$ cat src/rtl/fft_r4_input_buffer_if.sv
`default_nettype none
// ============================================================================
// Module   : fft_r4_input_buffer_if
// Purpose  : Sample-in / radix-4 group-out handshake bundle for the FFT input buffer.
// Revision : 1.0  initial release
// ============================================================================
interface fft_r4_input_buffer_if #(
    parameter int DATA_W = 32
);
    logic              in_valid;
    logic              in_ready;
    logic [DATA_W-1:0] in_real;
    logic [DATA_W-1:0] in_im;

    logic              out_valid;
    logic              out_ready;
    logic [DATA_W-1:0] out_real_0;
    logic [DATA_W-1:0] out_real_1;
    logic [DATA_W-1:0] out_real_2;
    logic [DATA_W-1:0] out_real_3;
    logic [DATA_W-1:0] out_im_0;
    logic [DATA_W-1:0] out_im_1;
    logic [DATA_W-1:0] out_im_2;
    logic [DATA_W-1:0] out_im_3;
    logic              out_first;
    logic              out_last;

    modport master (
        output in_valid, in_real, in_im, out_ready,
        input  in_ready, out_valid,
        input  out_real_0, out_real_1, out_real_2, out_real_3,
        input  out_im_0, out_im_1, out_im_2, out_im_3,
        input  out_first, out_last
    );

    modport slave (
        input  in_valid, in_real, in_im, out_ready,
        output in_ready, out_valid,
        output out_real_0, out_real_1, out_real_2, out_real_3,
        output out_im_0, out_im_1, out_im_2, out_im_3,
        output out_first, out_last
    );
endinterface
`default_nettype wire

$ cat src/rtl/fft_r4_input_buffer.sv
`default_nettype none
// ============================================================================
// Module   : fft_r4_input_buffer
// Purpose  : Ping-pong frame buffer that reorders natural-order samples into
//            radix-4 DIF operand groups x[k], x[k+N/4], x[k+N/2], x[k+3N/4].
// Revision : 1.0  initial release
// ============================================================================
module fft_r4_input_buffer #(
    parameter int DATA_W   = 32,
    parameter int N_POINTS = 16
) (
    input  wire logic              clk,
    input  wire logic              reset,
    input  wire logic              flush,
    fft_r4_input_buffer_if.slave   bus
);

    localparam int c_AW = $clog2(N_POINTS);
    localparam int c_QW = c_AW - 2;
    localparam int c_EW = 2 * DATA_W;

    localparam logic [c_AW-1:0] c_WR_LAST = c_AW'(N_POINTS - 1);
    localparam logic [c_QW-1:0] c_RD_LAST = c_QW'(N_POINTS / 4 - 1);
    localparam logic [c_AW-1:0] c_WR_ONE  = c_AW'(1);
    localparam logic [c_QW-1:0] c_RD_ONE  = c_QW'(1);

    generate
        if ((N_POINTS < 16) || ((N_POINTS & (N_POINTS - 1)) != 0) || ((c_AW % 2) != 0))
        begin : g_bad_n_points
            $error("fft_r4_input_buffer: N_POINTS must be a power of 4 and >= 16");
        end
    endgenerate

    logic              r_wr_bank;
    logic              r_rd_bank;
    logic [c_AW-1:0]   r_wr_cnt;
    logic [c_QW-1:0]   r_rd_cnt;
    logic [1:0]        r_full;
    logic [c_EW-1:0]   r_mem [0:1][0:N_POINTS-1];

    logic              w_in_ready;
    logic              w_out_valid;
    logic              w_wr_fire;
    logic              w_rd_fire;
    logic              w_wr_done;
    logic              w_rd_done;
    logic [1:0]        w_full_nxt;
    logic [c_EW-1:0]   w_lane [4];

    assign w_in_ready  = ~r_full[r_wr_bank];
    assign w_out_valid = r_full[r_rd_bank];
    assign w_wr_fire   = bus.in_valid & w_in_ready;
    assign w_rd_fire   = w_out_valid & bus.out_ready;
    assign w_wr_done   = w_wr_fire & (r_wr_cnt == c_WR_LAST);
    assign w_rd_done   = w_rd_fire & (r_rd_cnt == c_RD_LAST);

    // A completing write and a completing read always hit opposite banks,
    // so both flag edits are applied to the same next-state vector.
    always_comb begin
        w_full_nxt = r_full;
        if (w_wr_done) begin
            w_full_nxt[r_wr_bank] = 1'b1;
        end
        if (w_rd_done) begin
            w_full_nxt[r_rd_bank] = 1'b0;
        end
    end

    always_ff @(posedge clk or negedge reset) begin
        if (!reset) begin
            r_wr_bank <= 1'b0;
            r_rd_bank <= 1'b0;
            r_wr_cnt  <= '0;
            r_rd_cnt  <= '0;
            r_full    <= '0;
        end else if (flush) begin
            r_wr_bank <= 1'b0;
            r_rd_bank <= 1'b0;
            r_wr_cnt  <= '0;
            r_rd_cnt  <= '0;
            r_full    <= '0;
        end else begin
            if (w_wr_fire) begin
                r_wr_cnt <= w_wr_done ? '0 : (r_wr_cnt + c_WR_ONE);
                if (w_wr_done) begin
                    r_wr_bank <= ~r_wr_bank;
                end
            end
            if (w_rd_fire) begin
                r_rd_cnt <= w_rd_done ? '0 : (r_rd_cnt + c_RD_ONE);
                if (w_rd_done) begin
                    r_rd_bank <= ~r_rd_bank;
                end
            end
            r_full <= w_full_nxt;
        end
    end

    // Sample storage; cleared only by reset so a flush leaves stale data behind.
    always_ff @(posedge clk or negedge reset) begin
        if (!reset) begin
            for (int b = 0; b < 2; b++) begin
                for (int a = 0; a < N_POINTS; a++) begin
                    r_mem[b][a] <= '0;
                end
            end
        end else if (!flush && w_wr_fire) begin
            r_mem[r_wr_bank][r_wr_cnt] <= {bus.in_real, bus.in_im};
        end
    end

    // Lane j address is rd_cnt + j*N/4, i.e. j in the two top address bits.
    generate
        for (genvar j = 0; j < 4; j++) begin : g_lane
            localparam logic [1:0] c_LANE = 2'(j);
            assign w_lane[j] = r_mem[r_rd_bank][{c_LANE, r_rd_cnt}];
        end
    endgenerate

    assign bus.in_ready   = w_in_ready;
    assign bus.out_valid  = w_out_valid;
    assign bus.out_first  = w_out_valid & (r_rd_cnt == '0);
    assign bus.out_last   = w_out_valid & (r_rd_cnt == c_RD_LAST);

    assign bus.out_real_0 = w_lane[0][c_EW-1:DATA_W];
    assign bus.out_real_1 = w_lane[1][c_EW-1:DATA_W];
    assign bus.out_real_2 = w_lane[2][c_EW-1:DATA_W];
    assign bus.out_real_3 = w_lane[3][c_EW-1:DATA_W];
    assign bus.out_im_0   = w_lane[0][DATA_W-1:0];
    assign bus.out_im_1   = w_lane[1][DATA_W-1:0];
    assign bus.out_im_2   = w_lane[2][DATA_W-1:0];
    assign bus.out_im_3   = w_lane[3][DATA_W-1:0];

endmodule
`default_nettype wire

$ cat src/flat_wrapper.sv
// flat-port wrapper written by rule: the top's interface ports become plain ports
module fft_r4_input_buffer_flat 
#(
    parameter int DATA_W   = 32,
    parameter int N_POINTS = 16
)
  (clk, reset, flush, bus_in_valid, bus_in_real, bus_in_im, bus_out_ready, bus_in_ready, bus_out_valid, bus_out_real_0, bus_out_real_1, bus_out_real_2, bus_out_real_3, bus_out_im_0, bus_out_im_1, bus_out_im_2, bus_out_im_3, bus_out_first, bus_out_last);
  fft_r4_input_buffer_if #(.DATA_W(DATA_W)) bus_i ();
  input  wire logic clk;
  input  wire logic reset;
  input  wire logic flush;
  input wire logic [$bits(bus_i.in_valid)-1:0] bus_in_valid;
  input wire logic [$bits(bus_i.in_real)-1:0] bus_in_real;
  input wire logic [$bits(bus_i.in_im)-1:0] bus_in_im;
  input wire logic [$bits(bus_i.out_ready)-1:0] bus_out_ready;
  output wire logic [$bits(bus_i.in_ready)-1:0] bus_in_ready;
  output wire logic [$bits(bus_i.out_valid)-1:0] bus_out_valid;
  output wire logic [$bits(bus_i.out_real_0)-1:0] bus_out_real_0;
  output wire logic [$bits(bus_i.out_real_1)-1:0] bus_out_real_1;
  output wire logic [$bits(bus_i.out_real_2)-1:0] bus_out_real_2;
  output wire logic [$bits(bus_i.out_real_3)-1:0] bus_out_real_3;
  output wire logic [$bits(bus_i.out_im_0)-1:0] bus_out_im_0;
  output wire logic [$bits(bus_i.out_im_1)-1:0] bus_out_im_1;
  output wire logic [$bits(bus_i.out_im_2)-1:0] bus_out_im_2;
  output wire logic [$bits(bus_i.out_im_3)-1:0] bus_out_im_3;
  output wire logic [$bits(bus_i.out_first)-1:0] bus_out_first;
  output wire logic [$bits(bus_i.out_last)-1:0] bus_out_last;
  assign bus_i.in_valid = bus_in_valid;
  assign bus_i.in_real = bus_in_real;
  assign bus_i.in_im = bus_in_im;
  assign bus_i.out_ready = bus_out_ready;
  assign bus_in_ready = bus_i.in_ready;
  assign bus_out_valid = bus_i.out_valid;
  assign bus_out_real_0 = bus_i.out_real_0;
  assign bus_out_real_1 = bus_i.out_real_1;
  assign bus_out_real_2 = bus_i.out_real_2;
  assign bus_out_real_3 = bus_i.out_real_3;
  assign bus_out_im_0 = bus_i.out_im_0;
  assign bus_out_im_1 = bus_i.out_im_1;
  assign bus_out_im_2 = bus_i.out_im_2;
  assign bus_out_im_3 = bus_i.out_im_3;
  assign bus_out_first = bus_i.out_first;
  assign bus_out_last = bus_i.out_last;
  fft_r4_input_buffer #(.DATA_W(DATA_W), .N_POINTS(N_POINTS)) u_core (.clk(clk), .reset(reset), .flush(flush), .bus(bus_i));
endmodule
$ cat config.mk
export PLATFORM = sky130hd
export DESIGN_NAME = fft_r4_input_buffer_flat
export DESIGN_NICKNAME = d
export VERILOG_FILES = /design/src/rtl/fft_r4_input_buffer_if.sv /design/src/rtl/fft_r4_input_buffer.sv /design/src/flat_wrapper.sv
export SDC_FILE = /design/constraint.sdc
export NUM_CORES = 2
export LEC_CHECK = 0
export ABC_AREA = 1
export CAP_MARGIN = 20
export CORE_MARGIN = 2
export CORE_UTILIZATION = 50
export CTS_BUF_LIST = sky130_fd_sc_hd__clkbuf_8
export DETAILED_ROUTE_END_ITERATION = 10
export PLACE_DENSITY = 0.75
export RECOVER_POWER = 50
export SLEW_MARGIN = 40
export SYNTH_ARGS = -nofsm -noshare
export SYNTH_HDL_FRONTEND = slang
export SYNTH_SLANG_ARGS = --single-unit
$ cat constraint.sdc
create_clock -name clk -period 5.4 [get_ports clk]
set_input_delay 1.62 -clock clk [delete_from_list [all_inputs] [get_ports clk]]
set_output_delay 1.62 -clock clk [all_outputs]
set_load 0.005 [all_outputs]
# ---- After elaboration in Yosys (flattened, before gate mapping)
# Cells that the tools add are included.
dict set report totals {
  mem_bits_rw 0
  mem_count 0
  reg_bits 2058
  latchBits 0
  rom_bits 0
}
dict set report op_classes {
  magnitude_cmp 13
  mux 43
  div_mod_pow 0
  mul 0
  addsub 2
  n_eq_ne 2
  reduce_logical 13
  shifts 0
  bitwise 19
}
# operator n
set op_table {}
lappend op_table {{1024-bit two-way mux} 4}
lappend op_table {{2048-bit bitwise mux} 1}
lappend op_table {{64-bit binary-select mux with 4-bit select} 4}
lappend op_table {{1024-bit demux with 1-bit select} 1}
lappend op_table {{64-bit two-way mux} 9}
lappend op_table {{64-bit demux with 4-bit select} 1}
lappend op_table {{5-bit greater-or-equal comparator, second input constant} 5}
lappend op_table {{4-bit NOT with 5-bit output} 3}
lappend op_table {{1-bit two-way mux} 12}
lappend op_table {{2-bit two-way mux} 6}
lappend op_table {{4-bit two-way mux} 3}
lappend op_table {{2-bit nonzero test} 4}
lappend op_table {{1-bit bitwise AND} 6}
lappend op_table {{1-bit logical AND} 5}
lappend op_table {{5-bit by 1-bit < comparator with 1-bit output, second input constant} 1}
lappend op_table {{2-bit NOT with 5-bit output} 1}
lappend op_table {{3-bit NOT with 5-bit output} 1}
lappend op_table {{4-bit by 1-bit adder with 4-bit output, second input constant} 1}
lappend op_table {{4-bit == test, second input constant} 1}
lappend op_table {{2-bit greater-or-equal comparator, second input constant} 2}
lappend op_table {{1-bit by 2-bit < comparator with 1-bit output, second input constant} 2}
lappend op_table {{1-bit NOT with 2-bit output} 2}
lappend op_table {{2-bit AND reduction} 2}
lappend op_table {{1-bit NOT} 3}
lappend op_table {{other kinds (10)} 12}

# ---- Depth between registers and ports, before layout
dict set report logic_depth {
  word_depth 9
  mapped_depth 11
  depth_no_buf 8
}

# ---- Worst setup path after synthesis
# OpenSTA, ideal clock, no wires.
dict set report synth_timing {
  path_kind {register to output}
  startpoint {register u_core.r_rd_bank}
  endpoint {output bus_out_im_1[19]}
  t_arrival_ns 1.509
  n_path_buf 3
  path_slack_ns 2.271
  stages_incl_launch_ff 9
  required_time_ns 3.780
  cell_sequence {dfrtp_1 -> inv_2 -> clkbuf_1 -> clkbuf_1 -> clkbuf_1 -> o21ai_0 -> nand2_1 -> nand2_1 -> nand2_1}
}
dict set report synth_between {
  elab_chain_cells 7
}
# item line
set synth_lines {}
lappend synth_lines {{start, declared} fft_r4_input_buffer.sv:35} ;# logic r_rd_bank;
lappend synth_lines {{start signal, assigned} fft_r4_input_buffer.sv:92} ;# r_rd_bank <= ~r_rd_bank;
lappend synth_lines {{1-bit NOT with 2-bit output (implied by the code)} fft_r4_input_buffer.sv:116} ;# assign w_lane[j] = r_mem[r_rd_bank][{c_LANE, r_rd_cnt}];
lappend synth_lines {{1024-bit two-way mux (implied by the code) (3 in series)} fft_r4_input_buffer.sv:116}
lappend synth_lines {{64-bit binary-select mux with 4-bit select} fft_r4_input_buffer.sv:116}
lappend synth_lines {{64-bit two-way mux (implied by the code) (2 in series)} fft_r4_input_buffer.sv:116}
lappend synth_lines {{end, declared} flat_wrapper.sv:23} ;# output wire logic [$bits(bus_i.out_im_1)-1:0] bus_out_im_1;
# No other way between the ends. The select of a mux whose other input is x is not followed.

# ---- Worst setup path in the final report
dict set report layout_timing {
  startpoint {register u_core.r_rd_cnt[1]}
  endpoint {output bus_out_real_3[18]}
}
dict set report layout_between {
  elab_chain_cells 4
}
# item line
set layout_lines {}
lappend layout_lines {{start, declared} fft_r4_input_buffer.sv:37} ;# logic [c_QW-1:0] r_rd_cnt;
lappend layout_lines {{start signal, assigned} fft_r4_input_buffer.sv:90} ;# r_rd_cnt <= w_rd_done ? '0 : (r_rd_cnt + c_RD_ONE);
lappend layout_lines {{4-bit NOT with 5-bit output (implied by the code)} fft_r4_input_buffer.sv:116}
lappend layout_lines {{64-bit binary-select mux with 4-bit select} fft_r4_input_buffer.sv:116}
lappend layout_lines {{64-bit two-way mux (implied by the code) (2 in series)} fft_r4_input_buffer.sv:116}
lappend layout_lines {{end, declared} flat_wrapper.sv:21} ;# output wire logic [$bits(bus_i.out_real_3)-1:0] bus_out_real_3;
# No other way between the ends. The select of a mux whose other input is x is not followed.

==> out/qor.yml <==
yosys:
  ys_ff_latch: 2058
  synth-async-reset-ratio: 1.00
  ys_seq_area_frac: 0.537
  synth_nets: 13141
  ys_warn_count: 0
  postSynthAreaPerCell_um2: 7.34
  synthFlopType: "dfrtp_1"
  synth_top_family_by_area: "simple AND/OR/NAND/NOR gates"
  yosys.area_share.simple: 0.321
  synth_edf_count: 0
  synth_top_area_frac: 0.537
  synth_top_area_cell: "dfrtp_1"
  synth.most_common_cell: "nand2_1"
  synth_compound_area_frac: 0.0939
  muxShareOfSynthArea: 0
  netlist_area_um2: 95900
  synthAdderAreaFrac: 0.000783
  synth_cells: 13066
  synth_xor_area_frac: 0
  synthTopCellsByCount: "5874 x nand2_1, 2081 x nor2_1, 2058 x dfrtp_1"
  synthTopCellsByArea: "dfrtp_1 54%, nand2_1 23%, o21ai_0 9.1%, nor2_1 8.1%, clkbuf_1 2.7%"
  synth.distinct_cells: 23
routing:
  drt_first_pass_iters: 6
  remaining_drc_errors: 0
  ant_nets: 0
  wire_per_inst_um: 21.3
  vias: 88529
  wl_um: 335000
  drt-initial-drc-count: 11538
  vias_per_cell: 5.62
floorplan:
  die_x_um: 442
  num_rows: 160
  initial_core_util: 0.503
  dieArea_um2: 195000
  die-height_um: 442
  core-area_um2: 190000
  io_pins: 329
timing:
  timing.fmax_mhz: 187
  setup_viol: 0
  tightest_slew_ps: 3900
  hold-worst-slack_ps: 463
  timing.final.crit_share: 0.990
  slew_headroom: -1.60
  rsz0062_at_grt: "no"
  hold_violations: 0
  drv_slew: 534
  final.min_clock_period_ps: 5350
  setup_tns_ps: 0
  clock_skew_ps: 71.3
critical_path:
  crit_family: "buffers and inverters"
  cp-end-kind: "output pin"
  path_max_fanout: 129
  crit_type: "reg2out"
  r2r_cells: 9
  critical_path.max_stage_delay_ps: 760
  cp_num_buf_inv: 2
  rrSetupSlack_ps: 850
  worstPathCellList: "buf_12 -> nand2_1 -> nand2_1 -> clkdlybuf4s50_1"
  r2r_start: "u_core.r_wr_bank"
  crit_end: "bus_out_real_3[18]"
  path_common_cell: "nand2_1"
  startpoint: "u_core.r_rd_cnt[1]"
  critPathSlowestCell: "dfrtp_4"
  worstPathArrival_ps: 3730
  crit_path_start_kind: "register"
  cp.required_ps: 3780
  critical_path_cell_count: 4
  worstReg2RegEnd: "u_core.r_mem[1617]"
global_route:
  grt-ovfl-total: 0
  track_usage: 0.338
  grt_pass1_vias: 84088
  grt_pass1_wl_um: 512000
  grt_max_degree: 151
  antenna_found_initial: 13
finish:
  drive_gt1_frac: 0.0604
  fin_nets: 13081
  regArea_um2: 51500
  num-fill-cells: 17284
  syn2layout_area_growth_pct: 13.0
  multi_input_area_um2: 40000
pwr:
  leakagePower_nw: 58.7
  power.density_nw_per_um2: 319
  peakVddDrop_v: 0.000257
cts:
  numCtsBuffers: 354
  clk_latency_ps: 1060
  path_clk_slew_ps: 60
  cts_hold_buf: 0
  clkSinkCount: 2058
  cts_max_level: 5
  cts_tree: "built"
  clock_path_buffers: 4
  cts_root_buf: "clkbuf_8"
job:
  maxCapViolCount: 10
status:
  run_status: "complete, but fails checks"
  violations: "max-capacitance violations, max-slew violations"
place:
  dpl.hpwl_um: 184000
  numPortBuffers: 328
  place_congestion: 0.862
worst_hold_path:
  hold_class: "reg2reg"
-- layout by cell type, fill, tap and decap left out, drive strengths merged --
cell type,count
o21ai,1795
nand2,5891
nand3,87
ha,6
buf,224
inv,214
bufinv,6
dfrtp,2058
diode,7
clkinvlp,5
nor2,2103
dlygate4sd3,2
nand4,5
a21oi,3
clkinv,32
clkbuf,487
clkdlybuf4s50,325
-- final cells by class --
type / instances / share of cell area
well taps: 2511 / 0.0290
repair buffers: 599 / 0.0587
clock buffers: 439 / 0.0558
multi-input cells: 9890 / 0.369
flip-flops and latches: 2058 / 0.476
clock inverters: 154 / 0.00737
diodes: 7 / 0.000162
inverters: 103 / 0.00393
-- layer usage --
| metal | GRT usage | vias to the layer above | wire (µm) |
|---|---|---|---|
| li1 | - | 40308 | - |
| met1 | 0.445 | 42084 | 131000 |
| met2 | 0.524 | 5148 | 150000 |
| met3 | 0.0653 | 975 | 34000 |
| met4 | 0.192 | 14 | 20400 |
| met5 | 0 | - | 78 |
-- cells by family (layout without fill, tap and decap cells) --
family | Yosys count | in the layout
AOI/OAI and AO/OA | 1798 | 1798
other | 0 | 7
DFF | 2058 | 2058
adders and majority gates | 6 | 6
and+or+nand+nor | 8086 | 8086
buffers and inverters | 1118 | 1295
-- where the power goes --
group          total, mW  switching, mW  internal (mW)
registers           16.7          0.469           16.3
logic               3.71           2.31           1.40
clock network       14.0           6.49           7.55
total               34.5           9.27           25.2
-- registers in the layout, indices dropped and copies added (netlist names) --
name,count
u_core.r_mem,2048
u_core.r_wr_cnt,4
u_core.r_full,2
u_core.r_rd_cnt,2
u_core.r_rd_bank,1
u_core.r_wr_bank,1
-- timing repair --
item                       in CTS  in global routing
resized for setup               0                  7
setup endpoints to repair       0                 19
buffers inserted                0                  0
hold endpoints to repair        0                  0
-- worst register-to-register path, stage by stage (launching register included) --
cell	delay [ps]
dfrtp_1	770
inv_4	160
nand2_1	120
nand2_1	60
nor2_2	70
clkbuf_1	760
nand2_1	1470
buf_4	720
nand2_1	170
o21ai_0	90
-- how the worst min path moves through the flow --
stage | end | cells after the start | slack [ps] | start
6_report | u_core.r_mem[58] | 2 | 460 | u_core.r_mem[58]
5_1_grt | u_core.r_mem[113] | 2 | 490 | u_core.r_mem[113]
4_1_cts | u_core.r_mem[53] | 2 | 470 | u_core.r_mem[53]
3_5_place_dp | u_core.r_mem[12] | 2 | 450 | u_core.r_mem[12]
3_3_place_gp | u_core.r_mem[51] | 2 | 450 | u_core.r_mem[51]
2_1_floorplan | u_core.r_mem[0] | 2 | 440 | u_core.r_mem[0]
-- stage by stage --
step / area [µm²] / cells / utilization / power, mW / worst slack [ps]
after global routing: 108000 / 15760 / 0.569 / 35.8 / 7.56
final: 108000 / 15761 / 0.569 / 34.5 / 53.0
after floorplan: 95900 / 13066 / - / 18.8 / 2270
after global placement: 102000 / 15158 / 0.534 / 20.6 / 1060
after CTS: 109000 / 15752 / 0.570 / 34.6 / 24.3
after detailed placement: 102000 / 15159 / 0.534 / 20.7 / 1020
Power figures use the tool's default switching activity.
